<file path="src/rtl/nanorv32_reset_pkg.sv">
`default_nettype none
// ============================================================================
//  Module      : nanorv32_reset_pkg
//  Description : Shared cause codes, FSM state encoding and counter sizing
//                for the nanorv32 reset controller.
//  Revision    : 1.0  initial release
// ============================================================================
package nanorv32_reset_pkg;

    // Reset cause codes reported to software
    localparam logic [2:0] CAUSE_NONE = 3'd0;
    localparam logic [2:0] CAUSE_POR  = 3'd1;
    localparam logic [2:0] CAUSE_EXT  = 3'd2;
    localparam logic [2:0] CAUSE_WDT  = 3'd3;
    localparam logic [2:0] CAUSE_SW   = 3'd4;

    // Sequencer states
    typedef enum logic [1:0] {
        ST_ASSERT  = 2'd0,
        ST_STRETCH = 2'd1,
        ST_RELEASE = 2'd2,
        ST_RUN     = 2'd3
    } state_t;

    // Counter must reach the last release point plus one without wrapping
    function automatic int cnt_width(input int stretch, input int domains, input int gap);
        return $clog2(stretch + domains * gap + 1);
    endfunction

    // Relative importance of a cause: POR outranks EXT, then WDT, then SW
    function automatic logic [2:0] cause_rank(input logic [2:0] cause);
        case (cause)
            CAUSE_POR: return 3'd4;
            CAUSE_EXT: return 3'd3;
            CAUSE_WDT: return 3'd2;
            CAUSE_SW:  return 3'd1;
            default:   return 3'd0;
        endcase
    endfunction

endpackage
`default_nettype wire

</file>
<file path="src/rtl/nanorv32_reset_sync.sv">
`default_nettype none
// ============================================================================
//  Module      : nanorv32_reset_sync
//  Description : Flop chain bringing an asynchronous level into the clk
//                domain. Clears to 0 on reset so an active-low input reads
//                as asserted until the chain has filled.
//  Revision    : 1.0  initial release
// ============================================================================
module nanorv32_reset_sync #(
    parameter int SYNC_STAGES = 2
) (
    input  logic clk,
    input  logic rst,
    input  logic i_async,
    output logic o_sync
);

    logic [SYNC_STAGES-1:0] r_chain;

    // Shift the asynchronous level through the chain
    always_ff @(posedge clk or posedge rst) begin
        if (rst) begin
            r_chain <= '0;
        end else begin
            r_chain <= {r_chain[SYNC_STAGES-2:0], i_async};
        end
    end

    assign o_sync = r_chain[SYNC_STAGES-1];

endmodule
`default_nettype wire

</file>
<file path="src/rtl/nanorv32_reset_ctrl.sv">
`default_nettype none
// ============================================================================
//  Module      : nanorv32_reset_ctrl
//  Description : Merges power-on, external, watchdog and software reset
//                sources into stretched, sequenced per-domain resets and
//                records the cause of the last reset.
//  Revision    : 1.0  initial release
// ============================================================================
module nanorv32_reset_ctrl
    import nanorv32_reset_pkg::*;
#(
    parameter int SYNC_STAGES    = 2,
    parameter int STRETCH_CYCLES = 16,
    parameter int SEQ_GAP        = 4,
    parameter int NUM_DOMAINS    = 3
) (
    input  logic                   clk,
    input  logic                   rst,
    input  logic                   ext_reset_n,
    input  logic                   wdt_reset_req,
    input  logic                   sw_reset_req,
    input  logic                   cause_clr,
    output logic [NUM_DOMAINS-1:0] rst_out,
    output logic                   reset_done,
    output logic [2:0]             reset_cause
);

    localparam int c_cnt_w = cnt_width(STRETCH_CYCLES, NUM_DOMAINS, SEQ_GAP);
    localparam logic [c_cnt_w-1:0] c_cnt_max = c_cnt_w'(STRETCH_CYCLES + NUM_DOMAINS * SEQ_GAP);
    localparam logic [c_cnt_w-1:0] c_first   = c_cnt_w'(STRETCH_CYCLES);
    localparam logic [c_cnt_w-1:0] c_last    = c_cnt_w'(STRETCH_CYCLES + (NUM_DOMAINS - 1) * SEQ_GAP);

    state_t                   r_state, w_state_nxt;
    logic [c_cnt_w-1:0]       r_cnt, w_cnt_nxt, w_cnt_inc;
    logic [NUM_DOMAINS-1:0]   r_rst_out, w_rst_nxt;
    logic                     r_done, w_done_nxt;
    logic [2:0]               r_cause, w_cause_nxt, w_src_cause;
    logic                     w_sync_q, w_ext_act, w_src_act;

    nanorv32_reset_sync #(
        .SYNC_STAGES (SYNC_STAGES)
    ) u_ext_sync (
        .clk     (clk),
        .rst     (rst),
        .i_async (ext_reset_n),
        .o_sync  (w_sync_q)
    );

    assign w_ext_act   = ~w_sync_q;
    assign w_src_act   = w_ext_act | wdt_reset_req | sw_reset_req;
    assign w_src_cause = w_ext_act     ? CAUSE_EXT :
                         wdt_reset_req ? CAUSE_WDT : CAUSE_SW;
    assign w_cnt_inc   = (r_cnt == c_cnt_max) ? r_cnt : r_cnt + c_cnt_w'(1);

    // Sequencer next state: any active source restarts from ASSERT
    always_comb begin
        w_state_nxt = r_state;
        w_cnt_nxt   = r_cnt;
        w_rst_nxt   = r_rst_out;
        w_done_nxt  = r_done;
        if (w_src_act) begin
            w_state_nxt = ST_ASSERT;
            w_cnt_nxt   = '0;
            w_rst_nxt   = '1;
            w_done_nxt  = 1'b0;
        end else begin
            case (r_state)
                ST_ASSERT: begin
                    w_state_nxt = ST_STRETCH;
                    w_cnt_nxt   = '0;
                    w_rst_nxt   = '1;
                end
                ST_STRETCH: begin
                    w_cnt_nxt = w_cnt_inc;
                    if (w_cnt_inc == c_first) begin
                        w_rst_nxt[0] = 1'b0;
                        w_state_nxt  = (w_cnt_inc == c_last) ? ST_RUN : ST_RELEASE;
                        w_done_nxt   = (w_cnt_inc == c_last);
                    end
                end
                ST_RELEASE: begin
                    w_cnt_nxt = w_cnt_inc;
                    for (int i = 1; i < NUM_DOMAINS; i++) begin
                        if (w_cnt_inc == c_cnt_w'(STRETCH_CYCLES + i * SEQ_GAP)) begin
                            w_rst_nxt[i] = 1'b0;
                        end
                    end
                    if (w_cnt_inc == c_last) begin
                        w_state_nxt = ST_RUN;
                        w_done_nxt  = 1'b1;
                    end
                end
                ST_RUN: begin
                    w_rst_nxt  = '0;
                    w_done_nxt = 1'b1;
                end
                default: begin
                    w_state_nxt = ST_ASSERT;
                    w_cnt_nxt   = '0;
                    w_rst_nxt   = '1;
                    w_done_nxt  = 1'b0;
                end
            endcase
        end
    end

    // Cause capture: new sources overwrite outside ASSERT, only stronger ones inside
    always_comb begin
        w_cause_nxt = r_cause;
        if (w_src_act) begin
            if (r_state != ST_ASSERT || cause_rank(w_src_cause) > cause_rank(r_cause)) begin
                w_cause_nxt = w_src_cause;
            end
        end else if (cause_clr && r_state == ST_RUN) begin
            w_cause_nxt = CAUSE_NONE;
        end
    end

    // State and output registers; power-on reset forces all domains into reset
    always_ff @(posedge clk or posedge rst) begin
        if (rst) begin
            r_state   <= ST_ASSERT;
            r_cnt     <= '0;
            r_rst_out <= '1;
            r_done    <= 1'b0;
            r_cause   <= CAUSE_POR;
        end else begin
            r_state   <= w_state_nxt;
            r_cnt     <= w_cnt_nxt;
            r_rst_out <= w_rst_nxt;
            r_done    <= w_done_nxt;
            r_cause   <= w_cause_nxt;
        end
    end

    assign rst_out     = r_rst_out;
    assign reset_done  = r_done;
    assign reset_cause = r_cause;

endmodule
`default_nettype wire
</file>
<file path="config.mk">
export PLATFORM = sky130hd
export DESIGN_NAME = nanorv32_reset_ctrl
export DESIGN_NICKNAME = d
export VERILOG_FILES = /design/src/rtl/nanorv32_reset_pkg.sv /design/src/rtl/nanorv32_reset_sync.sv /design/src/rtl/nanorv32_reset_ctrl.sv
export SDC_FILE = /design/constraint.sdc
export NUM_CORES = 1
export LEC_CHECK = 0
export ABC_AREA = 0
export ABC_CLOCK_PERIOD_IN_PS = 5350
export CAP_MARGIN = 20
export CORE_MARGIN = 2
export CORE_UTILIZATION = 52
export CTS_CLUSTER_DIAMETER = 50
export DETAILED_ROUTE_END_ITERATION = 8
export MAX_ROUTING_LAYER = met4
export PLACE_DENSITY = 0.8
export SETUP_SLACK_MARGIN = 0.1
export SLEW_MARGIN = 0
export SYNTH_ARGS = -nofsm -noshare
export SYNTH_HDL_FRONTEND = slang
export SYNTH_SLANG_ARGS = --single-unit
</file>
<file path="constraint.sdc">
create_clock -name clk -period 5.35 [get_ports clk]
set_clock_uncertainty 0.1 [all_clocks]
set_input_delay 1.3375 -clock clk [delete_from_list [all_inputs] [get_ports clk]]
set_output_delay 1.3375 -clock clk [all_outputs]
set_load 0.02 [all_outputs]
</file>
======== After elaboration in Yosys (flattened, before gate mapping) ========
Cells that the tools add are included.
operators by class
  magnitude comparators ................... 1
  $add $sub $neg .......................... 1
  eq/ne operators ......................... 19
  reductions and logical operators ........ 17
  bitwise gates (word level) .............. 3
  mux-type cells .......................... 27
operators by type and width
  cell                 count
  $mux 3               8
  $pmux 3 s4           2
  $eq 5x5->1 const B   4
  $reduce_bool 4->1    4
  $eq 3x2->1 const B   4
  $pmux 2 s3           2
  $mux 5               2
  $pmux 5 s2           1
  $ne 3x3->1 const B   3
  $reduce_and 2->1     4
  $mux 1               7
  $eq 3x1->1 const B   2
  $eq 3x3->1 const B   2
  $mux 2               3
  $pmux 1 s3           2
  $reduce_and 3->1     2
  $add 5x1->5 const B  1
  $eq 2x2->1 const B   2
  $reduce_bool 2->1    2
  $gt 3x3->1           1
  $reduce_bool 3->1    1
  $eq 2x1->1 const B   1
  $logic_not 2->1      1
  $ne 2x1->1 const B   1
  other kinds (5)      6
word-level totals
  output and inout bits ................... 7
  logic and storage cells ................. 76
  input bits .............................. 6
  register bits after elaboration ......... 16

======== Depth between registers and ports, before layout ========
  depth after elaboration ................. 9
  mapped depth ............................ 8
  gate-level depth less buffers ........... 8

======== Cells and area by module ========
Synthesis repeated with hierarchy kept, for this count alone.
second synthesis, totals
  cells, all modules ...................... 130
  area total of the unflattened synthesis .. 1184.9 µm²
by module, submodules not included
  module               cells an instance  area each (µm²)  instances
  nanorv32_reset_ctrl  127                1131.1           1
  nanorv32_reset_sync  3                  53.8             1

======== Worst setup path before layout ========
Ideal clock, no wire load.
  path kind ............................... input to register
  start ................................... input wdt_reset_req
  end ..................................... register r_cause[1] (netlist: reset_cause[1])
  buffers on the path ..................... 0
  path slack .............................. 2437 ps
  cell stages on the path ................. 7
  arrival ................................. 2686 ps
  cell sequence ........................... nand2b_1 -> ha_1 -> nor2b_1 -> o21a_1 -> o21ai_1 -> a31oi_1 -> mux2_1
between the ends
  longest elaborated chain between the ends .. 9
  elaborated cells on any way between the ends .. 17
ends and longest elaborated chain
  element                             line                        source
  start, declared                     nanorv32_reset_ctrl.sv:20   input logic wdt_reset_req,
  $mux 3                              nanorv32_reset_ctrl.sv:52   wdt_reset_req ? CAUSE_WDT : CAUSE_SW;
  $mux 3                              nanorv32_reset_ctrl.sv:51   assign w_src_cause = w_ext_act ? CAUSE_EXT :
  $eq 3x3->1 (tied with other cells)  nanorv32_reset_pkg.sv:32    case (cause)
  $pmux 3 s4                          nanorv32_reset_pkg.sv:32
  $mux 3                              nanorv32_reset_ctrl.sv:110  if (w_src_act) begin
  $gt 3x3->1                          nanorv32_reset_ctrl.sv:111  if (r_state != ST_ASSERT || cause_rank(w_src_cause) > cause_rank(r_cause)) begin
  $logic_or 1x1->1                    nanorv32_reset_ctrl.sv:111
  $ne 2x1->1 (no line)                n/a
  $reduce_and 2->1 (no line)          n/a
  end signal, assigned                nanorv32_reset_ctrl.sv:132  r_cause <= w_cause_nxt;
  end, declared                       nanorv32_reset_ctrl.sv:37   logic [2:0] r_cause, w_cause_nxt, w_src_cause;
Parallel ways exist; a longest one is shown, timed or not. The select of a mux whose other input is x is not followed.
A chain may end at the register's enable or synchronous reset.

======== Worst setup path after layout ========
  start ................................... input wdt_reset_req
  end ..................................... register r_cause[1] (netlist: reset_cause[1])
between the ends
  elaborated cells on any way between the ends .. 17
RTL lines
  element             line
  $mux 3              nanorv32_reset_ctrl.sv:52
  $mux 3              nanorv32_reset_ctrl.sv:51
  $mux 3              nanorv32_reset_ctrl.sv:111
  $mux 3 *            nanorv32_reset_ctrl.sv:110
  net w_cause_nxt[1]  nanorv32_reset_ctrl.sv:37
The timed path passes the listed nets; every way through them passes the cells marked *. The select of a mux whose other input is x is not followed.

==> results.txt <==
status: finished clean
fin. max-slew vios: 0
DRC viols: 0
number of global-route vias before repair: 955
Die Ht: 50.6 um
Initial Utilization: 56.4%
Sequential Area: 405 um2
LEAKAGE: 0.539 nW
CTS tree: done
DP Worst Slack: 1870 ps
Ant. Diodes: 0
postcts setup bufs: 0
Clock Tree Buf Depth: 2
Final Routed Wirelength: 2250 um
initial antenna violation count: 0
Period minus WS final: 3160 ps
register area share after synthesis: 35.9%
final hold slack: 271 ps
Hold Fails Final Rpt: 0
Crit. End Element: flop
Yosys reg bits: 16
Setup TNS Final: 0 ps
DRT iter0 DRCs: 19
Final Setup Violations: 0
CP bufs+invs: 1
chip width: 50.6 um
Clock transition at path regs: 100 ps
hold buffer count at CTS: 0
synth unique cells: 42
Antenna Violating Nets Remaining: 0
post-route design area: 1290 um2
root buf cell: clkbuf_4
core area: 2000 um2
crit path launch type: input port
total grt overflow: 0
# IOs: 13
Cell Chain, Critical Path: clkdlybuf4s50_1, nand2b_1, ha_1, nor2b_1, o21a_1, o21ai_1, a31oi_1, mux2_1
Critical Path Start: wdt_reset_req
Detailed Place HPWL: 1730 um
gp weighted congestion: 0.858
Num CTS Buffers: 3
Max Freq: 0.317 GHz
Clock Latency Late Sink: 290 ps
Slew @ Worst Pin: 577 ps
CTS H-Tree Depth: 1
first-pass GRT wire length: 4130 um
WP data required: 5440 ps
P per Cell Area: 225 nW/um2
row cnt: 16
Mapped Nets: 136
P&R area growth vs syn: 14.5%
Die ar.: 2560 um2
class of the most critical setup path: in -> reg
share of cells above drive strength 1: 9.77%
worst-path maximum fanout: 5
Area after DPL: 1260 um2
hold wc startpoint: u_ext_sync.r_chain[0]
post-CTS sizing: 0
GRT Util Overall: 22.0%
Max Cap Viol: 0
IO buf count: 12
final worst path period share: 59.0%
CP max stage delay: 400 ps
area of the multi-input gates: 668 um2
Worst VDD drop: 0.159 mV
Avg Inst Size Synth: 9.34 um2
crit-path leading delay family: compound AO/OA/AOI/OAI gates
Post-Syn Area: 1130 um2
Final Power: 291 uW
nets@finish: 149
Setup WS post-layout: 2190 ps
clk sinks: 16
CP max-delay cell: clkdlybuf4s50_1
FF-to-FF Start: r_cnt[0]
Hold Path Class: reg -> reg
fillers: 161
DR vias/cell: 5.83
crit path DAT: 3240 ps
RSZ-0062 raised after global routing: false
Mapped Cells: 121
largest net degree at the start of global routing: 17
routed length per instance: 14.1 um
YS warnings: 0
DRT Pass-1 Iters: 4
Rel. slew slack: 61.5%
routed vias: 932
synthesized netlist by cell type:
| master | number | share of area [%] |
|---|---|---|
| and2_1 | 2 | 1.1 |
| clkbuf_4 | 1 | 0.66 |
| o311a_1 | 1 | 0.89 |
| nor3b_2 | 1 | 1.1 |
| a221o_1 | 1 | 0.89 |
| nor2_1 | 10 | 3.3 |
| o31a_1 | 2 | 1.6 |
| and2b_1 | 1 | 0.66 |
| or3_1 | 1 | 0.55 |
| dfstp_2 | 4 | 9.3 |
| nand2_1 | 7 | 2.3 |
| o21ai_0 | 5 | 2.2 |
| a21oi_1 | 7 | 3.1 |
| o21a_1 | 1 | 0.66 |
| buf_4 | 2 | 1.3 |
| o21ai_1 | 4 | 1.8 |
| mux2_1 | 3 | 3.0 |
| a21boi_2 | 2 | 2.0 |
| conb_1 | 1 | 0.33 |
| xnor2_1 | 2 | 1.6 |
| ha_1 | 9 | 10 |
| nor3_1 | 4 | 1.8 |
| nand4_1 | 1 | 0.55 |
| clkbuf_1 | 1 | 0.33 |
| nor3b_1 | 1 | 0.66 |
| a41oi_1 | 1 | 0.78 |
| o41a_1 | 1 | 1.0 |
| nand2b_1 | 4 | 2.2 |
| nand3_1 | 3 | 1.3 |
| inv_1 | 8 | 2.7 |
| nor2b_1 | 2 | 1.1 |
| dfrtp_1 | 12 | 27 |
| or2b_1 | 1 | 0.66 |
| and4b_1 | 2 | 1.8 |
| nand3b_1 | 1 | 0.66 |
| mux2i_1 | 3 | 2.7 |
| a32o_1 | 2 | 1.8 |
| o31ai_1 | 1 | 0.66 |
| a31oi_1 | 3 | 1.7 |
| a41oi_2 | 1 | 1.4 |
| nor3_2 | 1 | 0.89 |
| nor4_1 | 1 | 0.55 |
worst paths after layout:
kind                       slack [ps]               endpoint  cells past startpoint
min                               270  u_ext_sync.r_chain[1]                      0
min in group asynchronous        1290         reset_cause[1]                      2
min reg2reg                       270  u_ext_sync.r_chain[1]                      0
max in group asynchronous        3480             rst_out[2]                      2
max reg2reg                      3190             r_state[1]                      7
max                              2190         reset_cause[1]                      8
logic make-up after synthesis:
kind of cell,Yosys count,synth area share (%)
xor+xnor,2,1.55
mux,6,5.65
other cells,1,0.332
compound gates,32,20.4
flops,16,35.9
fa+ha+maj,9,9.97
buf+inv,12,4.98
simple gates,43,21.3
per-layer routing:
metal  share of wire [%]  up-vias  global-route usage [%]
met5                   0        -                       -
met4                 1.2        0                    7.66
met3                 3.8        4                    5.36
met2                  51       20                    36.0
met1                  44      445                    26.5
li1                    -      463                       -
cell type report:
type / count / area share [%]
well taps: 27 / 2.61
multi-input cells: 93 / 51.6
clock buffers: 4 / 2.80
repair buffers: 12 / 9.28
flip-flops and latches: 16 / 31.3
inverters: 8 / 2.32
cell usage in the layout, fill, tap and decap left out, drive strengths merged:
master and n:
clkdlybuf4s50 12, dfrtp 12, nor2 10, ha 9
o21ai 9, inv 8, a21oi 7, nand2 7
nor3 5, nand2b 4, dfstp 4, clkbuf 4
mux2i 3, nand3 3, a31oi 3, mux2 3
xnor2 2, a21boi 2, and4b 2, o31a 2
and2 2, a32o 2, nor2b 2, a41oi 2
nor3b 2, and2b 1, nand4 1, or2b 1
o41a 1, o31ai 1, a221o 1, or3 1
nand3b 1, o311a 1, o21a 1, nor4 1
conb 1
power by group:
group	switching, mW	total, mW	internal [mW]	leakage [nW]
combinational	0.0368	0.0717	0.0349	0.318
clock	0.0403	0.0817	0.0415	0.0210
sequential	0.00782	0.137	0.129	0.200
total	0.0849	0.291	0.206	0.539
registers in the layout (all words and copies together) (netlist names):
| register | cells |
|---|---|
| r_state | 2 |
| r_cnt | 5 |
| rst_out | 3 |
| u_ext_sync.r_chain | 2 |
| reset_cause | 3 |
| reset_done | 1 |
per-stage QoR:
step	utilization, %	std cells
2_1_floorplan	-	121
3_3_place_gp	62.8	156
3_5_place_dp	62.8	156
4_1_cts	64.6	160
5_1_grt	64.6	160
6_report	64.6	160
No activity file was read; power rests on OpenSTA's default activity.
